### config.mk
export PLATFORM = sky130hd
export DESIGN_NAME = fir_seq_mac
export DESIGN_NICKNAME = d
export VERILOG_FILES = /design/src/rtl/fir_seq_mac.sv
export SDC_FILE = /design/constraint.sdc
export NUM_CORES = 1
export LEC_CHECK = 0
export BUFFER_PORTS_ARGS = -buffer_cell sky130_fd_sc_hd__buf_2
export CORE_MARGIN = 2
export CORE_UTILIZATION = 42
export DETAILED_ROUTE_END_ITERATION = 12
export PLACE_DENSITY_LB_ADDON = 0.05
export SETUP_SLACK_MARGIN = 0.15
export SLEW_MARGIN = 20
export SYNTH_ARGS = -nofsm -noshare
export SYNTH_HDL_FRONTEND = slang
export SYNTH_SLANG_ARGS = --single-unit
export TNS_END_PERCENT = 10
### constraint.sdc
create_clock -name clk -period 8 [get_ports clk]
set_input_delay 0.4 -clock clk [delete_from_list [all_inputs] [get_ports clk]]
set_output_delay 0.4 -clock clk [all_outputs]
set_load 0.02 [all_outputs]
### src/rtl/fir_seq_mac.sv
// fir_seq_mac: sequential single-multiplier FIR with saturated, scaled unsigned output.
// Define FIR_SEQ_MAC_ROUND_EN for round-half-up before the shift; otherwise the result is truncated.
module fir_seq_mac #(
    parameter int TAPS   = 8,
    parameter int DATA_W = 16,
    parameter int COEF_W = 16,
    parameter int ACC_W  = 40,
    parameter int SHIFT  = 15
) (
    input  logic                      clk,
    input  logic                      rst,
    input  logic                      in_valid,
    output logic                      in_ready,
    input  logic [DATA_W-1:0]         in_data,
    input  logic                      coef_we,
    input  logic [$clog2(TAPS)-1:0]   coef_addr,
    input  logic [COEF_W-1:0]         coef_data,
    output logic                      out_valid,
    input  logic                      out_ready,
    output logic [DATA_W-1:0]         out_data,
    output logic                      busy
);
    localparam int KW = $clog2(TAPS);
    localparam int PW = DATA_W + COEF_W;
    localparam logic [ACC_W:0] ONE = 1;
    typedef enum logic [1:0] {IDLE, MAC, DONE} state_t;
    state_t              r_state, w_next;
    logic [DATA_W-1:0]   r_x [TAPS];
    logic [COEF_W-1:0]   r_h [TAPS];
    logic [ACC_W-1:0]    r_acc;
    logic [KW-1:0]       r_k;
    logic [DATA_W-1:0]   r_out_data;
    logic                r_out_valid;
    logic [PW-1:0]       w_prod;
    logic [ACC_W:0]      w_rnd;
    logic [ACC_W:0]      w_shr;
    logic [DATA_W-1:0]   w_sat;
    assign w_prod = {{COEF_W{1'b0}}, r_x[r_k]} * {{DATA_W{1'b0}}, r_h[r_k]};
`ifdef FIR_SEQ_MAC_ROUND_EN
    assign w_rnd = {1'b0, r_acc} + (ONE << (SHIFT - 1));
`else
    assign w_rnd = {1'b0, r_acc};
`endif
    assign w_shr = w_rnd >> SHIFT;
    assign w_sat = |w_shr[ACC_W:DATA_W] ? {DATA_W{1'b1}} : w_shr[DATA_W-1:0];
    assign out_valid = r_out_valid;
    assign out_data  = r_out_data;
    always_ff @(posedge clk) begin
        if (rst) r_state <= IDLE;
        else     r_state <= w_next;
    end
    always_comb begin
        w_next   = r_state;
        in_ready = 1'b0;
        busy     = 1'b1;
        if (r_state == IDLE) begin
            in_ready = 1'b1;
            busy     = 1'b0;
            w_next   = in_valid ? MAC : IDLE;
        end else if (r_state == MAC) begin
            w_next = (r_k == KW'(TAPS - 1)) ? DONE : MAC;
        end else begin
            w_next = (r_out_valid && out_ready) ? IDLE : DONE;
        end
    end
    always_ff @(posedge clk) begin
        if (rst) begin
            for (int i = 0; i < TAPS; i++) begin
                r_x[i] <= '0;
                r_h[i] <= '0;
            end
            r_acc       <= '0;
            r_k         <= '0;
            r_out_data  <= '0;
            r_out_valid <= 1'b0;
        end else begin
            if (r_state == IDLE && coef_we) r_h[coef_addr] <= coef_data;
            if (r_state == IDLE && in_valid) begin
                for (int i = TAPS - 1; i > 0; i--) r_x[i] <= r_x[i-1];
                r_x[0] <= in_data;
                r_acc  <= '0;
                r_k    <= '0;
            end
            if (r_state == MAC) begin
                r_acc <= r_acc + {{(ACC_W - PW){1'b0}}, w_prod};
                r_k   <= r_k + KW'(1);
            end
            // First DONE cycle captures the finished sum; later cycles wait for the handshake.
            if (r_state == DONE) begin
                if (!r_out_valid) begin
                    r_out_data  <= w_sat;
                    r_out_valid <= 1'b1;
                end else if (out_ready) begin
                    r_out_valid <= 1'b0;
                end
            end
        end
    end
endmodule

* After elaboration in Yosys (flattened, before gate mapping) *
Memory sizes are Yosys's and may differ from the RTL's. A register that Yosys moved wholly into a read port is not among the register bits.
Index checks and enable logic that the tools add are counted.

storage, ports and cells
  register bits after elaboration = 62
  bits in writable memories = 256
  input port bits = 40
  output and inout port bits = 19
  word-level logic and storage cells = 67
  memories kept = 2

memory list
  memory  depth  bits a word  rd ports  clocked after Yosys merged registers in  wr ports  RTL line  text
  r_h     8      16           1         1                                        8         29        logic [COEF_W-1:0] r_h [TAPS];
  r_x     8      16           8         1                                        8         28        logic [DATA_W-1:0] r_x [TAPS];

cells by class
  add/subtract/negate cells = 2
  multiply operators = 1
  eq/ne operators = 3
  mux-type cells = 37
  bitwise logic cells = 9
  reduce and logical (&&, ||, !) cells = 8

operators by type and width
  kind                                                             number
  16-bit 2-to-1 mux                                                10
  40-bit 2-to-1 mux                                                2
  40-bit by 32-bit adder with 40-bit output                        1
  16-bit by 16-bit multiplier with 32-bit output                   1
  3-bit 2-to-1 mux                                                 7
  16-bit OR reduction                                              1
  1-bit 2-to-1 mux                                                 14
  9-bit OR reduction                                               1
  2-bit 2-to-1 mux                                                 4
  1-bit bitwise OR                                                 8
  3-bit by 1-bit adder with 3-bit output, second input constant    1
  3-bit == test, second input constant                             1
  1-bit logical AND                                                3
  2-bit by 1-bit == test with 1-bit output, second input constant  1
  2-bit == test, second input constant                             1
  2-bit zero test                                                  1
  2-bit AND reduction                                              1
  2-bit nonzero test                                               1
  1-bit NOT                                                        1

* Longest topological paths before layout *
Gate-level depths: netlist of run 1.

  depth in word-level cells = 7
  mapped depth = 28
  mapped depth without buffers = 25

* Worst setup path after synthesis of run 1 *
OpenSTA, ideal clock, no wires.

  path type = flip-flop to flip-flop
  from = register (tool-made name)
  to = register r_acc[32]
  setup time = 0.117 ns
  arrival = 6.807 ns
  required time = 7.883 ns
  setup slack = 1.075 ns
  stages on the path, launching flop included = 24
  path buffers = 2
  clock period less this slack = 6.925 ns
  cell sequence = dfxtp_1 -> buf_2 -> buf_2 -> mux4_2 -> mux2i_1 -> nor2_1 -> fa_1 -> inv_1 -> fa_1 -> fa_1 -> fa_1 -> inv_1 -> fa_1 -> inv_1 -> fa_1 -> inv_1 -> ha_1 -> and3_1 -> o2111ai_1 -> a211o_1 -> a211oi_2 -> o41ai_2 -> a21o_1 -> a32o_1

RTL lines
  item                  RTL line  text
  to (signal assigned)  85        r_acc <= r_acc + {{(ACC_W - PW){1'b0}}, w_prod};
  to (decl)             30        logic [ACC_W-1:0] r_acc;

==> flow_metrics.tcl, run 1 <==
set metrics [dict create \
    dp_hpwl_um 46400 \
    critPathLaunchType "register" \
    clock-sinks 321 \
    synth_compound_area_share_pct 4.21 \
    yosys_most_used_dff "edfxtp_1" \
    power_density_nw_per_um2 283 \
    syn_area_per_cell_um2 11.0 \
    syn_inst 2133 \
    cts-root-buf "clkbuf_16" \
    path_clk_slew_ns 0.06 \
    fmax_ghz 0.133 \
    cts_buffers 40 \
    yosys.area_share.xor_xnor_pct 0.970 \
    worst_slew_pin_slew_ns 0.892 \
    syn_to_final_growth_pct 11.0 \
    coreArea_um2 55200 \
    drive_gt1_share_pct 12.8 \
    status "finished, final reports clean" \
    final_nets 2570 \
    io_pins 59 \
    clock_path_buffers 3 \
    setup_viol 0 \
    worst_skew_pair.late_latency_ns 0.59 \
    portBuffers 58 \
    fin_tns_setup_ns 0 \
    hold_viol_final 0 \
    yosysWarnings 0 \
    grt-ovfl-total 0 \
    slew_viol_final 0 \
    synth-async-reset-ratio_pct 0 \
    ys_types 58 \
    grt_pass1_vias 16073 \
    row_count 86 \
    worst-endpoint-arrival_ns 8.02 \
    syn_nets 2511 \
    slew_headroom_pct 40.5 \
    synth_simple_gate_area_share_pct 15.1 \
    drt-initial-drc-count 1132 \
    skew_ns 0.0360 \
    grtUsageTotal_pct 22.9 \
    wl_met1_um 28600 \
    min_path_type "in -> reg" \
    drt-total-wl_um 63700 \
    synth_top_family_by_area "adder cells" \
    h-tree-depth 2 \
    grt_pass1_wl_um 98100 \
    final_core_util_pct 47.2 \
    place_congestion 0.906 \
    wl_met3_um 3160 \
    p_leak_nw 11.8 \
    synth.ff_latch_count 321 \
    synth_edf_count 256 \
    dr_wl_met2_um 29700 \
    final_common_cell "inv_1" \
    via_count 15385 \
    initial_core_util_pct 42.5 \
    dieArea_um2 57800 \
    period_share_pct 93.9 \
    die_h_um 240 \
    ant_nets 0 \
    final_cell_mix "inv_1 (369), edfxtp_1 (256), fa_1 (226)" \
    die_x_um 240 \
    synth_mux_area_share_pct 8.66 \
    critPathMaxFanout 52 \
    via_per_inst 5.18 \
    cts_tree "done" \
    yosysSeqAreaShare_pct 38.3 \
    antenna_found_initial 2 \
    synth-adder-area-share_pct 25.2 \
    drc 0 \
    crit_required_ns 8.51 \
    grt_max_degree 131 \
    min_period_ns 7.51 \
    drv_cap 0 \
    grt_setup_unrepaired "no" \
    diodes 0 \
    drt-pass1-iter-count 5 \
    irDropWorstVdd_mv 0.200 \
    cp-end-kind "register" \
    wire_per_inst_um 21.4 \
    syn_area_um2 23500 \
    highest_layer "met4" \
    worstSetupPathType "reg -> reg" \
    fillCellCount 5136 \
]
==> critical path, cell delays in order, from the launching register on <==
cell      delay [ns]
dfxtp_2         0.34
buf_12          0.27
buf_4           0.32
mux4_2          0.37
mux2_2          0.44
nand2_1         0.13
fa_1            0.44
fa_1            0.58
fa_1            0.45
fa_1            0.55
inv_1           0.05
fa_1            0.47
inv_1           0.05
fa_1            0.48
inv_1           0.04
ha_1            0.36
and3_1          0.24
o211ai_1        0.14
nor3_1          0.36
o21ai_1         0.24
a31oi_2         0.40
a21oi_2         0.16
o31ai_2         0.26
mux2i_1         0.19
==> flip-flops by register name, summed over array words and instances (netlist names), named ones only <==
register,cells
r_state,2
r_acc,40
out_data,16
r_x,128
r_k,3
out_valid,1
r_h,128
==> final cells by class <==
cell class	count	area [um2]	share of cell area, %
multi-input cells	1352	12700	48.9
flip-flops and latches	321	8990	34.5
inverters	370	1390	5.34
clock buffers	44	1020	3.90
well taps	748	936	3.59
repair buffers	107	709	2.72
clock inverters	29	259	0.994
==> report_power, final <==
group	internal, W	switching (W)	leakage [nW]
registers	0.00192	0.0000681	3.24
clock network	0.00102	0.000740	0.612
logic	0.00136	0.00225	7.92
==> per-layer routing <==
| layer | GRT usage, % | vias up |
|---|---|---|
| met3 | 3.64 | 112 |
| met2 | 37.4 | 420 |
| met1 | 31.3 | 7719 |
| li1 | - | 7134 |
| met5 | 0 | - |
| met4 | 7.25 | 0 |
==> synthesized netlist by cell type, types with 2 or more instances <==
| cell | number | area (um2) |
|---|---|---|
| a211o_1 | 2 | 17.5 |
| a211oi_2 | 2 | 25.0 |
| a21boi_1 | 2 | 15.0 |
| a21o_1 | 13 | 97.6 |
| a21oi_1 | 38 | 190 |
| a22oi_1 | 16 | 120 |
| a31oi_1 | 6 | 37.5 |
| and2_1 | 150 | 938 |
| and3_1 | 130 | 813 |
| and4_1 | 2 | 17.5 |
| buf_1 | 3 | 11.3 |
| buf_2 | 22 | 110 |
| clkbuf_1 | 65 | 244 |
| dfxtp_1 | 65 | 1300 |
| edfxtp_1 | 256 | 7690 |
| fa_1 | 226 | 4520 |
| ha_1 | 112 | 1400 |
| inv_1 | 370 | 1390 |
| mux2_2 | 30 | 338 |
| mux2i_1 | 24 | 240 |
| mux4_2 | 64 | 1440 |
| nand2_1 | 195 | 732 |
| nand2b_1 | 3 | 18.8 |
| nand3_1 | 6 | 30.0 |
| nand4_1 | 7 | 43.8 |
| nor2_1 | 165 | 619 |
| nor2b_1 | 12 | 75.1 |
| nor3_1 | 25 | 125 |
| o2111ai_1 | 2 | 17.5 |
| o211ai_1 | 6 | 45.0 |
| o21a_1 | 4 | 30.0 |
| o21ai_0 | 34 | 170 |
| o21ai_1 | 5 | 25.0 |
| o21bai_1 | 8 | 60.1 |
| or2_2 | 14 | 87.6 |
| or3_1 | 3 | 18.8 |
| xnor2_1 | 13 | 114 |
| xor2_1 | 13 | 114 |
==> through the flow <==
step	instance area [um2]	hold WS [ns]	worst slack, ns	total power [W]	instances
after floorplan	23500	0.425	1.08	0.00464	2133
after global placement	24700	0.455	0.343	0.00562	2897
after detailed placement	24700	0.476	0.296	0.00562	2897
after CTS	26000	0.0124	0.302	0.00742	2970
after global routing	26000	0.0407	0.231	0.00797	2971
final	26000	0.0440	0.486	0.00736	2971
==> repair_timing <==
action | in CTS | in global routing
resized for setup | 0 | 2
buffers inserted | 0 | 1
hold buffers | 0 | 0
endpoints found under the setup margin | 0 | 8
==> cell families (layout without fill, tap and decap cells) <==
logic type                 Yosys count  in the layout
DFF                                321            321
AOI/OAI and AO/OA                  152            152
adders and majority gates          338            338
and+or+nand+nor                    717            717
muxes                              119            119
buffers and inverters              460            550
xor gates and xnor gates            26             26
==> final timing paths <==
kind              from          to  slack (ns)  cells past startpoint
min          out_ready  r_state[1]        0.04                      2
min reg2reg  r_acc[34]   r_acc[34]        0.48                      2
max           register   r_acc[37]        0.49                     23
max reg2reg   register   r_acc[37]        0.49                     23
Power figures use the tool's default switching activity.
==> run 2, diff against run 1 <==
- BUFFER_PORTS_ARGS: -buffer_cell sky130_fd_sc_hd__buf_2 -> default
- CORE_ASPECT_RATIO: default -> 0.75
- DONT_BUFFER_PORTS: default -> 1
==> run 2 against run 1 <==
- global-route usage up 0.12 points
- combinational power about the same
- utilization down 1.0 points
- critical path type unchanged
- critical endpoint unchanged
==> flow_metrics.tcl, run 2 (synthesis results as in run 1) <==
set metrics [dict create \
    cpPeakStageDelay_ns 0.56 \
    ant_nets 0 \
    grt_pass1_vias 16234 \
    p_leak_nw 11.4 \
    status "finished, final reports clean" \
    min_path_type "in -> reg" \
    regToRegSetupSlack_ns 0.38 \
    drt-pass1-iter-count 5 \
    dieArea_um2 57800 \
    final_nets 2508 \
    place_ws_ns 0.208 \
    final_common_cell "inv_1" \
    drt-initial-drc-count 1334 \
    die_h_um 209 \
    grt-ovfl-total 0 \
    via_count 15332 \
    worst-endpoint-arrival_ns 8.10 \
    irDropWorstVdd_mv 0.225 \
    drive_gt1_share_pct 10.3 \
    fmax_ghz 0.131 \
    p_total_w 0.00723 \
    grt_max_degree 131 \
    top_regs "r_h: 128 flops, r_x: 128 flops, r_acc: 40 flops" \
    cp-end-kind "register" \
    setup_viol 0 \
    drv_cap 0 \
    row_count 75 \
    drc 0 \
    worst_slack_ns 0.383 \
    coreArea_um2 55600 \
    cts_buffers 37 \
    clock-sinks 321 \
    cp_num_buf_inv 6 \
    crit_required_ns 8.49 \
    slew_headroom_pct 31.9 \
    grt_pass1_wl_um 100000 \
    portBuffers 0 \
    cts_setup_buffers 0 \
    fin_cells 2886 \
    skew_ns 0.0263 \
    fin_tns_setup_ns 0 \
    path_cells "buf_12, mux4_2, mux2_2, inv_1, nor2_1, fa_1, inv_1, fa_1, fa_1, inv_1, fa_1, fa_1, inv_1, fa_1, inv_1, ha_1, nand2_2, nor3_1, o21ai_1, a31oi_4, a21oi_2, o31ai_2, mux2i_1" \
    worstSetupPathType "reg -> reg" \
    die_x_um 277 \
    syn_to_final_growth_pct 9.22 \
    period_share_pct 95.2 \
    diodes 0 \
    path_clk_slew_ns 0.06 \
    cts_tree "done" \
    numPlacedInstances 2817 \
    critPathTopFamily "adder cells" \
    final_cell_mix "inv_1 (368), edfxtp_1 (256), fa_1 (226)" \
    critical-path-slowest-cell "fa_1" \
    worst_skew_pair.late_latency_ns 0.56 \
    fillCellCount 5219 \
    drt-total-wl_um 64300 \
    critPathMaxFanout 26 \
    grt_setup_unrepaired "yes" \
    worst_slew_pin_slew_ns 1.02 \
    crit_top_cell "fa_1" \
    clock_path_buffers 3 \
    io_pins 59 \
    critPathLaunchType "register" \
    wire_per_inst_um 22.3 \
    grtUsageTotal_pct 23.0 \
    hold_viol_final 0 \
    power_density_nw_per_um2 282 \
    dp_hpwl_um 46700 \
    place_congestion 0.912 \
    slew_viol_final 0 \
    initial_core_util_pct 42.3 \
    h-tree-depth 2 \
    via_per_inst 5.31 \
    min_period_ns 7.62 \
    antenna_found_initial 1 \
    cts-root-buf "clkbuf_16" \
]
[run 2: cell types whose count changed in the layout (fill, tap and decap cells not counted), moves of 3 or more]
| cell | previous run | this run |
|---|---|---|
| buf_2 | 57 | 0 |
| clkinv_1 | 16 | 9 |
| buf_4 | 44 | 38 |
| clkbuf_1 | 4 | 10 |
| buf_12 | 3 | 6 |
| clkbuf_16 | 40 | 37 |
| nor2_1 | 164 | 161 |
| nor2_2 | 1 | 4 |
[run 2: layout make-up]
cell class | instances | area (um2) | area share (%)
Timing Repair Buffer | 48 | 464 | 1.81
Tap cell | 731 | 915 | 3.57
Multi-Input combinational cell | 1352 | 12800 | 49.8
Sequential cell | 321 | 9000 | 35.1
Inverter | 370 | 1400 | 5.44
Clock buffer | 47 | 963 | 3.76
Clock inverter | 17 | 125 | 0.488
[run 2: final timing paths]
kind         startpoint         to  depth (start not counted)
max reg2reg    register  r_acc[37]                         23
min                 rst  r_acc[36]                          2
max            register  r_acc[37]                         23
min reg2reg   r_acc[13]  r_acc[13]                          2
[run 2: metrics by stage]
step | area [um2] | hold WS [ns] | util, %
floorplan | 23500 | 0.425 | -
global placement | 24400 | 0.447 | 44.0
detailed placement | 24400 | 0.467 | 44.0
CTS | 25600 | 0.0000839 | 46.0
global route | 25600 | 0.00515 | 46.1
finish | 25600 | 0.0290 | 46.1
[run 2: metal layers]
metal	up-vias	GRT usage (%)	share of wire, %
li1	7013	-	-
met1	7798	36.2	50
met2	473	32.9	41
met3	48	4.91	8.0
met4	0	3.60	1.1
met5	-	0	0
[run 2: where the power goes]
part	switching (W)	internal, W	leakage (nW)
clock	0.000710	0.000888	0.531
sequential	0.0000727	0.00192	3.24
combinational	0.00226	0.00138	7.66
total	0.00304	0.00419	11.4
[run 2: repair_timing]
item,CTS,global route
gates resized for setup,1,4
hold buffers,3,0
endpoints found under the hold margin,39,0
endpoints found under the setup margin,1,8
[run 2: worst reg2reg max path, stage by stage, from the launching register on]
cell and delay [ns]:
dfxtp_4 0.48, buf_12 0.27, mux4_2 0.56, mux2_2 0.44, inv_1 0.21, nor2_1 0.13, fa_1 0.56, inv_1 0.06
fa_1 0.48, fa_1 0.53, inv_1 0.06, fa_1 0.49, fa_1 0.51, inv_1 0.05, fa_1 0.48, inv_1 0.05
ha_1 0.39, nand2_2 0.10, nor3_1 0.46, o21ai_1 0.24, a31oi_4 0.36, a21oi_2 0.17, o31ai_2 0.27, mux2i_1 0.19
==> run 3, diff against run 2 <==
- BUFFER_PORTS_ARGS: default -> -buffer_cell sky130_fd_sc_hd__buf_2
- DONT_BUFFER_PORTS: 1 -> default
==> run 3 against run 2 <==
- global-route usage grew 0.31 points
- clock-buffer cell count is the same
- die area is the same
- non-clock buffer count grew 66
- largest power group unchanged
- register-to-register slack lost 0.07 ns
- cell area grew 1.2%
- critical endpoint is now r_acc[32]
- final cell count grew 2.3%
- maximum frequency shrank 0.91%
- highest routed layer is now met5
- power grew 0.84%
==> flow_metrics.tcl, run 3 (synthesis results as in run 1) <==
set metrics [dict create \
    worst-endpoint-arrival_ns 8.14 \
    place_congestion 0.890 \
    final_core_util_pct 46.7 \
    wire_per_inst_um 22.0 \
    final_common_cell "inv_1" \
    diodes 0 \
    drt-total-wl_um 64900 \
    min_path_type "in -> reg" \
    syn_to_final_growth_pct 10.6 \
    row_count 75 \
    cp-end-kind "register" \
    critPathMaxFanout 14 \
    cts_tree "done" \
    grt_setup_unrepaired "yes" \
    grtUsageTotal_pct 23.3 \
    min_path_cells 2 \
    crit_required_ns 8.45 \
    multi_input_area_um2 12800 \
    reg2reg_depth 24 \
    drv_cap 0 \
    via_count 15737 \
    place_ws_ns 0.359 \
    fin_tns_setup_ns 0 \
    drc 0 \
    via_per_inst 5.33 \
    slew_viol_final 0 \
    final_nets 2574 \
    clock_path_buffers 3 \
    skew_ns 0.0229 \
    ff_latch_area_um2 9000 \
    status "finished, final reports clean" \
    hold_slack_ns 0.0669 \
    grt_pass1_vias 16573 \
    ant_nets 0 \
    reg2reg_to "r_acc[32]" \
    grt_max_degree 128 \
    hold_viol_final 0 \
    top_regs "r_h: 128 flops, r_x: 128 flops, r_acc: 40 flops" \
    worst_slew_pin_slew_ns 1.04 \
    dieArea_um2 57800 \
    grt_pass1_wl_um 102000 \
    antenna_found_initial 2 \
    h-tree-depth 2 \
    worst_slack_ns 0.314 \
    die_x_um 277 \
    power_density_nw_per_um2 281 \
    cts-root-buf "clkbuf_16" \
    regToRegSetupSlack_ns 0.31 \
    die_h_um 209 \
    dp_hpwl_um 46400 \
    fmax_ghz 0.130 \
    fillCellCount 5231 \
    io_pins 59 \
    path_clk_slew_ns 0.06 \
    hold_buffers 0 \
    min_period_ns 7.69 \
    final_cell_mix "inv_1 (368), edfxtp_1 (256), fa_1 (226)" \
    grt-ovfl-total 0 \
    irDropWorstVdd_mv 0.266 \
    whs_endpoint "r_state[1]" \
    drt-pass1-iter-count 5 \
    portBuffers 58 \
    worstSetupPathType "reg -> reg" \
    p_leak_nw 11.7 \
    drt-initial-drc-count 1421 \
    slew_headroom_pct 30.6 \
    setup_viol 0 \
    clock-sinks 321 \
    period_share_pct 96.1 \
    initial_core_util_pct 42.3 \
    coreArea_um2 55600 \
    worst_skew_pair.late_latency_ns 0.57 \
    hp-start "out_ready" \
    drive_gt1_share_pct 13.2 \
    critPathLaunchType "register" \
    cts_buffers 37 \
]
==> run 3: changes by cell type in the layout (fill, tap and decap cells not counted), moves of 3 or more <==
cell      delta
buf_12       -4
buf_2       +57
buf_4       +16
clkbuf_1     -3
clkinv_2     +3
==> run 3: repair_timing <==
| item | CTS | global route |
|---|---|---|
| hold endpoints to repair | 0 | 0 |
| setup buffers | 0 | 8 |
| gates resized for setup | 0 | 5 |
| setup endpoints to repair | 0 | 10 |
==> run 3: routing by layer <==
metal	part of all wire [%]	GRT usage [%]	vias to the layer above	routed length, um
li1	-	-	7131	-
met1	49	36.0	8076	31900
met2	42	34.0	463	27400
met3	6.9	4.72	65	4450
met4	1.6	4.78	2	1070
met5	0.020	0	-	13
==> run 3: worst max path at each step <==
stage,start,slack (ns),depth (start not counted),end
floorplan,register,1.08,23,r_acc[32]
global placement,register,0.36,24,r_acc[32]
detailed placement,register,0.36,24,r_acc[36]
CTS,register,0.30,24,r_acc[36]
global route,register,0.09,24,r_acc[32]
finish,register,0.31,24,r_acc[32]
==> run 3: power by group <==
group / switching (W) / total [W] / internal, W
registers: 0.0000686 / 0.00199 / 0.00192
clock network: 0.000733 / 0.00163 / 0.000898
logic: 0.00229 / 0.00367 / 0.00138
==> run 3: area by class of cell <==
class	count	share of cell area [%]
multi-input cells	1352	49.2
well taps	731	3.52
clock inverters	18	0.526
inverters	370	5.38
clock buffers	47	3.87
repair buffers	114	2.86
flip-flops and latches	321	34.7
==> run 3: worst max-delay path, stage by stage (launching register included) <==
cell	delay [ns]
dfxtp_4	0.50
buf_4	0.23
mux4_2	0.50
mux2_2	0.48
inv_1	0.21
nor2_1	0.09
fa_1	0.54
inv_1	0.07
fa_1	0.48
fa_1	0.52
inv_1	0.05
fa_1	0.52
fa_1	0.51
inv_1	0.05
fa_1	0.49
inv_1	0.04
ha_1	0.39
nand2_2	0.11
nor2_2	0.15
o2111ai_1	0.29
a211o_1	0.42
a211oi_2	0.34
o41ai_2	0.14
a21o_1	0.19
a32o_1	0.24
==> run 3: metrics by stage <==
step	area, um2	instances	total power, W
after global routing	26000	2953	0.00790
after global placement	24700	2880	0.00565
after detailed placement	24700	2880	0.00564
after floorplan	23500	2133	0.00464
after CTS	25900	2945	0.00732
final	26000	2953	0.00729
